**config.mk**
```make
export PLATFORM = sky130hd
export DESIGN_NAME = plb_cache
export DESIGN_NICKNAME = d
export VERILOG_FILES = /design/src/rtl/plb_cache_pkg.sv /design/src/rtl/plb_victim_sel.sv /design/src/rtl/plb_cache.sv
export SDC_FILE = /design/constraint.sdc
export NUM_CORES = 2
export LEC_CHECK = 0
export ABC_AREA = 0
export CAP_MARGIN = 40
export CORE_MARGIN = 3
export CORE_UTILIZATION = 66
export DETAILED_ROUTE_END_ITERATION = 8
export PLACE_DENSITY = 0.86
export SYNTH_ARGS = -nofsm -noshare
export SYNTH_HDL_FRONTEND = slang
export SYNTH_SLANG_ARGS = --single-unit
```
**constraint.sdc**
```tcl
create_clock -name clk_i -period 7.4 [get_ports clk_i]
set_clock_uncertainty 0.2 [all_clocks]
set_input_delay 1.85 -clock clk_i [delete_from_list [all_inputs] [get_ports clk_i]]
set_output_delay 1.85 -clock clk_i [all_outputs]
set_load 0.1 [all_outputs]
```
**src/rtl/plb_cache_pkg.sv**
```systemverilog
// Shared types and defaults for the protection lookaside buffer storage.
package plb_cache_pkg;

    localparam int unsigned PLB_NUM_ENTRIES = 8;
    localparam int unsigned PLB_DATA_WIDTH  = 64;
    localparam int unsigned PLB_ADDR_WIDTH  = 64;
    localparam int unsigned PLB_PAGE_OFFSET = 12;
    localparam int unsigned PLB_TAG_WIDTH   = PLB_ADDR_WIDTH - PLB_PAGE_OFFSET;

    typedef struct packed {
        logic                      valid;
        logic [PLB_TAG_WIDTH-1:0]  tag;
        logic [PLB_DATA_WIDTH-1:0] data;
    } plb_cache_entry_t;

endpackage

```
**src/rtl/plb_victim_sel.sv**
```systemverilog
// Allocation slot picker: lowest free entry, else round-robin victim.
// Combinational select; the pointer advances only when a full cache allocates.
module plb_victim_sel
    import plb_cache_pkg::*;
#(
    parameter int unsigned NUM_ENTRIES = PLB_NUM_ENTRIES,
    parameter int unsigned IDX_W       = $clog2(NUM_ENTRIES)
) (
    input  logic                   clk_i,
    input  logic                   rst_ni,
    input  logic                   flush_i,
    input  logic [NUM_ENTRIES-1:0] valid_i,
    input  logic                   alloc_i,
    output logic [IDX_W-1:0]       idx_o,
    output logic                   advance_o
);

    logic [IDX_W-1:0] ptr_q, ptr_d;
    logic [IDX_W-1:0] free_idx;
    logic             free_found;

    always_comb begin
        free_idx   = '0;
        free_found = 1'b0;
        for (int i = NUM_ENTRIES - 1; i >= 0; i--) begin
            if (!valid_i[i]) begin
                free_idx   = IDX_W'(i);
                free_found = 1'b1;
            end
        end
    end

    assign advance_o = ~free_found;
    assign idx_o     = free_found ? free_idx : ptr_q;

    // Power-of-two entry count lets the increment wrap naturally.
    always_comb begin
        ptr_d = ptr_q;
        if (flush_i) begin
            ptr_d = '0;
        end else if (alloc_i && advance_o) begin
            ptr_d = ptr_q + IDX_W'(1);
        end
    end

    always_ff @(posedge clk_i or negedge rst_ni) begin
        if (!rst_ni) begin
            ptr_q <= '0;
        end else begin
            ptr_q <= ptr_d;
        end
    end

endmodule

```
**src/rtl/plb_cache.sv**
```systemverilog
// Fully-associative PLB entry store answering walker lookups and fills; 1-cycle response.
// Never back-pressures except while flush_i is high, when gnt is held low.
module plb_cache
    import plb_cache_pkg::*;
#(
    parameter int unsigned NUM_ENTRIES = PLB_NUM_ENTRIES,
    parameter int unsigned DATA_WIDTH  = PLB_DATA_WIDTH,
    parameter int unsigned ADDR_WIDTH  = PLB_ADDR_WIDTH,
    parameter int unsigned PAGE_OFFSET = PLB_PAGE_OFFSET
) (
    input  logic                    clk_i,
    input  logic                    rst_ni,
    input  logic                    flush_i,
    input  logic                    plb_slave_mem_req,
    output logic                    plb_slave_mem_gnt,
    output logic                    plb_slave_mem_valid,
    input  logic [ADDR_WIDTH-1:0]   plb_slave_mem_addr,
    output logic [DATA_WIDTH-1:0]   plb_slave_mem_rdata,
    input  logic [DATA_WIDTH-1:0]   plb_slave_mem_wdata,
    input  logic                    plb_slave_mem_we,
    input  logic [DATA_WIDTH/8-1:0] plb_slave_mem_be,
    output logic                    plb_slave_mem_error,
    output logic [31:0]             hit_count_o,
    output logic [31:0]             miss_count_o
);

    localparam int unsigned TAG_W = ADDR_WIDTH - PAGE_OFFSET;
    localparam int unsigned IDX_W = $clog2(NUM_ENTRIES);
    localparam int unsigned NB    = DATA_WIDTH / 8;

    logic [NUM_ENTRIES-1:0] valid_q, valid_d;
    logic [TAG_W-1:0]       tag_q  [NUM_ENTRIES];
    logic [DATA_WIDTH-1:0]  data_q [NUM_ENTRIES];

    logic                  rsp_vld_q, rsp_vld_d;
    logic                  rsp_err_q, rsp_err_d;
    logic [DATA_WIDTH-1:0] rsp_dat_q, rsp_dat_d;
    logic [31:0]           hit_cnt_q, hit_cnt_d;
    logic [31:0]           miss_cnt_q, miss_cnt_d;

    logic                  acc;
    logic [TAG_W-1:0]      req_tag;
    logic                  hit_any;
    logic [IDX_W-1:0]      hit_idx;
    logic [DATA_WIDTH-1:0] be_mask;
    logic                  alloc;
    logic [IDX_W-1:0]      victim_idx;
    logic                  victim_adv;
    logic                  unused_addr_bits;

    assign plb_slave_mem_gnt = plb_slave_mem_req & ~flush_i & rst_ni;
    assign acc               = plb_slave_mem_gnt;
    assign req_tag           = plb_slave_mem_addr[ADDR_WIDTH-1:PAGE_OFFSET];
    assign unused_addr_bits  = ^plb_slave_mem_addr[PAGE_OFFSET-1:0];

    // Lowest matching index wins should duplicates ever appear.
    always_comb begin
        hit_any = 1'b0;
        hit_idx = '0;
        for (int i = NUM_ENTRIES - 1; i >= 0; i--) begin
            if (valid_q[i] && (tag_q[i] == req_tag)) begin
                hit_any = 1'b1;
                hit_idx = IDX_W'(i);
            end
        end
    end

    always_comb begin
        be_mask = '0;
        for (int b = 0; b < NB; b++) begin
            be_mask[b*8 +: 8] = {8{plb_slave_mem_be[b]}};
        end
    end

    assign alloc = acc & plb_slave_mem_we & ~hit_any;

    plb_victim_sel #(
        .NUM_ENTRIES (NUM_ENTRIES),
        .IDX_W       (IDX_W)
    ) u_victim_sel (
        .clk_i     (clk_i),
        .rst_ni    (rst_ni),
        .flush_i   (flush_i),
        .valid_i   (valid_q),
        .alloc_i   (alloc),
        .idx_o     (victim_idx),
        .advance_o (victim_adv)
    );

    always_comb begin
        valid_d = valid_q;
        if (flush_i) begin
            valid_d = '0;
        end else if (alloc) begin
            valid_d[victim_idx] = 1'b1;
        end
    end

    always_comb begin
        rsp_vld_d  = acc;
        rsp_err_d  = 1'b0;
        rsp_dat_d  = '0;
        hit_cnt_d  = hit_cnt_q;
        miss_cnt_d = miss_cnt_q;
        if (flush_i) begin
            hit_cnt_d  = '0;
            miss_cnt_d = '0;
        end else if (acc && !plb_slave_mem_we) begin
            if (hit_any) begin
                rsp_dat_d = data_q[hit_idx];
                if (hit_cnt_q != '1) hit_cnt_d = hit_cnt_q + 32'd1;
            end else begin
                rsp_err_d = 1'b1;
                if (miss_cnt_q != '1) miss_cnt_d = miss_cnt_q + 32'd1;
            end
        end
    end

    always_ff @(posedge clk_i or negedge rst_ni) begin
        if (!rst_ni) begin
            valid_q <= '0;
            for (int i = 0; i < NUM_ENTRIES; i++) begin
                tag_q[i]  <= '0;
                data_q[i] <= '0;
            end
        end else begin
            valid_q <= valid_d;
            if (acc && plb_slave_mem_we) begin
                if (hit_any) begin
                    data_q[hit_idx] <= (data_q[hit_idx] & ~be_mask) | (plb_slave_mem_wdata & be_mask);
                end else begin
                    tag_q[victim_idx]  <= req_tag;
                    data_q[victim_idx] <= plb_slave_mem_wdata & be_mask;
                end
            end
        end
    end

    always_ff @(posedge clk_i or negedge rst_ni) begin
        if (!rst_ni) begin
            rsp_vld_q  <= 1'b0;
            rsp_err_q  <= 1'b0;
            rsp_dat_q  <= '0;
            hit_cnt_q  <= '0;
            miss_cnt_q <= '0;
        end else begin
            rsp_vld_q  <= rsp_vld_d;
            rsp_err_q  <= rsp_err_d;
            rsp_dat_q  <= rsp_dat_d;
            hit_cnt_q  <= hit_cnt_d;
            miss_cnt_q <= miss_cnt_d;
        end
    end

    assign plb_slave_mem_valid = rsp_vld_q;
    assign plb_slave_mem_error = rsp_err_q;
    assign plb_slave_mem_rdata = rsp_dat_q;
    assign hit_count_o         = hit_cnt_q;
    assign miss_count_o        = miss_cnt_q;

endmodule

```
==> impl_metrics.json <==
{
  "max_stage_delay_ps": 1100,
  "yosysWarningCount": 0,
  "stdcell_count": 7554,
  "area_growth_pct": 20.65,
  "synth-edff-count": 0,
  "cap_viol_max_count": 0,
  "dp_cells": 7334,
  "violations": "design-rule violations",
  "yosysTopAreaCell": "dfrtp_1",
  "synth.yosys.seq_area_share_pct": 46.16,
  "rsz0062_at_grt": "false",
  "layout.nets": 6436,
  "postRouteAntennaNets": 0,
  "port-buffer-count": 259,
  "utilization_pct": 80.47,
  "clock_tree.buffer_depth": 3,
  "grt_max_degree": 181,
  "syn_nets": 6067,
  "cts-resized-gates": 0,
  "hpwl_mm": 143.7,
  "grt_usage_pct": 49.81,
  "drive_gt1_share_pct": 19.59,
  "ir_worst_vdd_v": 0.0002330,
  "max_freq_mhz": 145.3,
  "io_pins": 272,
  "first_pass_iters": 9,
  "routabilityCongestion": 0.9920,
  "hp-class": "flop to flop",
  "drt-total-wl_mm": 230.0,
  "viasPerCell": 7.492,
  "timing.hold.ws_ps": 282.9,
  "path_buf_inv": 3,
  "initial_core_util_pct": 66.70,
  "status": "complete, but fails checks",
  "routed-via-count": 56594,
  "finalSetupTns_ps": 0,
  "fp.dieW_um": 302.3,
  "finalCriticalPeriod_ps": 6882,
  "ctsHoldBuffers": 0,
  "crit_type": "input port to flop",
  "cts_made_buffers": 110,
  "core_um2": 86890,
  "ys_types": 106,
  "finalPower_mw": 14.12,
  "dieArea_um2": 91390,
  "powerDensity_nw_per_um2": 202.0,
  "drtIter0Drc": 9053,
  "synth_cells": 5923,
  "worst_pin_slew_ps": 1058,
  "cts.clk_slew.worst_paths_ps": 60,
  "htreeDepth": 3,
  "cts.sinks": 1069,
  "final_common_cell": "dfrtp_1",
  "wl_per_cell_um": 30.44,
  "root_buffer": "clkbuf_16",
  "relSlewSlack_pct": 29.49,
  "clk_latency_ps": 740,
  "synth_top_area_share_pct": 46.16,
  "drc": 19,
  "stdcell_area_um2": 69920,
  "final_cell_mix": "1069 x dfrtp_1, 563 x nand2_1, 372 x a21oi_1",
  "cp.arrival_ps": 7270,
  "synthesis.area_um2": 57950,
  "dpl_worst_slack_ps": 358.3,
  "crit_required_ps": 7790,
  "cts_tree": "yes",
  "async_flop_share_pct": 100.0,
  "final_hold_viol_count": 0,
  "period_share_pct": 93.00,
  "postCtsSetupBuffers": 0,
  "path_cells": "clkdlybuf4s50_1 > buf_4 > xnor2_1 > nand4_1 > nor4_1 > nand2_1 > o22a_1 > and3_2 > buf_4 > a222oi_1 > nand3_1 > a31oi_2 > o21ai_0",
  "setup.worst_path.end_class": "flop",
  "ys_seq_elements": 1069,
  "cpMostUsedCell": "buf_4",
  "avgSynthCellArea_um2": 9.784,
  "grt_pass1_vias": 57530,
  "synth_flop_cell": "dfrtp_1",
  "cp-start-kind": "input port",
  "fp-row-count": 108,
  "finalMaxSlewViolations": 0,
  "grt_pass1_wl_mm": 344.5,
  "overflow": 0,
  "antenna_found_initial": 20,
  "setup_slack_ps": 517.8,
  "finalSetupViolations": 0,
  "crit_family": "simple AND/OR/NAND/NOR gates",
  "leakage_nw": 29.70,
  "dpl_cell_area_um2": 65880,
  "synth_area_leaders": "dfrtp_1 46%, mux2_2 7.2%, xnor2_1 4.3%, nand2_1 3.7%, a21oi_1 3.2%",
  "die_y_um": 302.3,
  "crit_path_top_delay_cell": "clkdlybuf4s50_1",
  "cp_max_fo": 21
}
==> kinds of logic (layout without fill, tap and decap cells) <==
kind of cell / Yosys count / in the layout / share of synthesized area, %
and+or+nand+nor: 1902 / 1902 / 16.56
AOI/OAI and AO/OA: 1496 / 1496 / 17.84
DFF: 1069 / 1069 / 46.16
buffers and inverters: 591 / 1053 / 4.530
xor gates and xnor gates: 449 / 449 / 6.864
muxes: 413 / 413 / 7.980
adders and majority gates: 3 / 3 / 0.06478
other: 0 / 14 / 0
==> power by group <==
part           switching [mW]  total (mW)  internal (mW)
Clock                    2.56        6.21           3.65
Combinational            1.07        1.69          0.622
Sequential              0.160        6.22           6.06
==> registers in the layout (all words and copies together) (netlist names) <==
signal and cells:
data_q 512, plb_slave_mem_error 1, u_victim_sel.ptr_q 3, hit_count_o 32, plb_slave_mem_rdata 64, tag_q 416, plb_slave_mem_valid 1, valid_q 8
miss_count_o 32
==> synth_stat cells (151+ instances only) <==
| library cell | instances |
|---|---|
| o21ai_0 | 196 |
| nand3_1 | 215 |
| nor2_1 | 340 |
| a21oi_1 | 376 |
| o31ai_1 | 172 |
| xor2_1 | 156 |
| nor3_1 | 203 |
| clkbuf_1 | 299 |
| nand2_1 | 566 |
| dfrtp_1 | 1069 |
| buf_2 | 151 |
| mux2_2 | 370 |
| xnor2_1 | 287 |
==> worst register-to-register path, stage by stage (launching register included) <==
cell and delay [ps]:
dfrtp_1 400, xor2_1 190, or4_1 580, nor4_1 480
nand4_2 380, buf_4 330, o21ai_2 240, nor4_4 120
buf_6 190, buf_12 180, a222oi_1 570, nand3_1 290
a31oi_2 450, o21ai_0 180
==> worst paths after layout <==
check                                       start     endpoint  slack, ps  cells after the start
max                        plb_slave_mem_addr[35]  data_q[120]        520                     13
min                                   data_q[390]  data_q[390]        280                      2
max reg2reg                            tag_q[328]  data_q[120]       2490                     13
min reg2reg                           data_q[390]  data_q[390]        280                      2
max in group asynchronous                  rst_ni    tag_q[28]       3600                      5
min in group asynchronous                  rst_ni  data_q[397]        870                      1
==> area by class of cell <==
class,count,area (um2)
diodes,14,35.03
clock buffers,143,3087
clock inverters,62,907.1
fillers,4813,16970
inverters,67,251.5
multi-input cells,4263,28870
flip-flops and latches,1069,26750
well taps,1155,1445
repair buffers,781,8569
==> metal layers <==
metal  vias to the layer above  GRT usage [%]  part of all wire (%)
met3                      2022          20.15                    15
met5                         -              0                 0.025
met2                      5309          72.93                    42
met4                         8          41.76                    11
li1                      22536              -                     -
met1                     26719          57.14                    32
(Power assumes the default switching activity.)
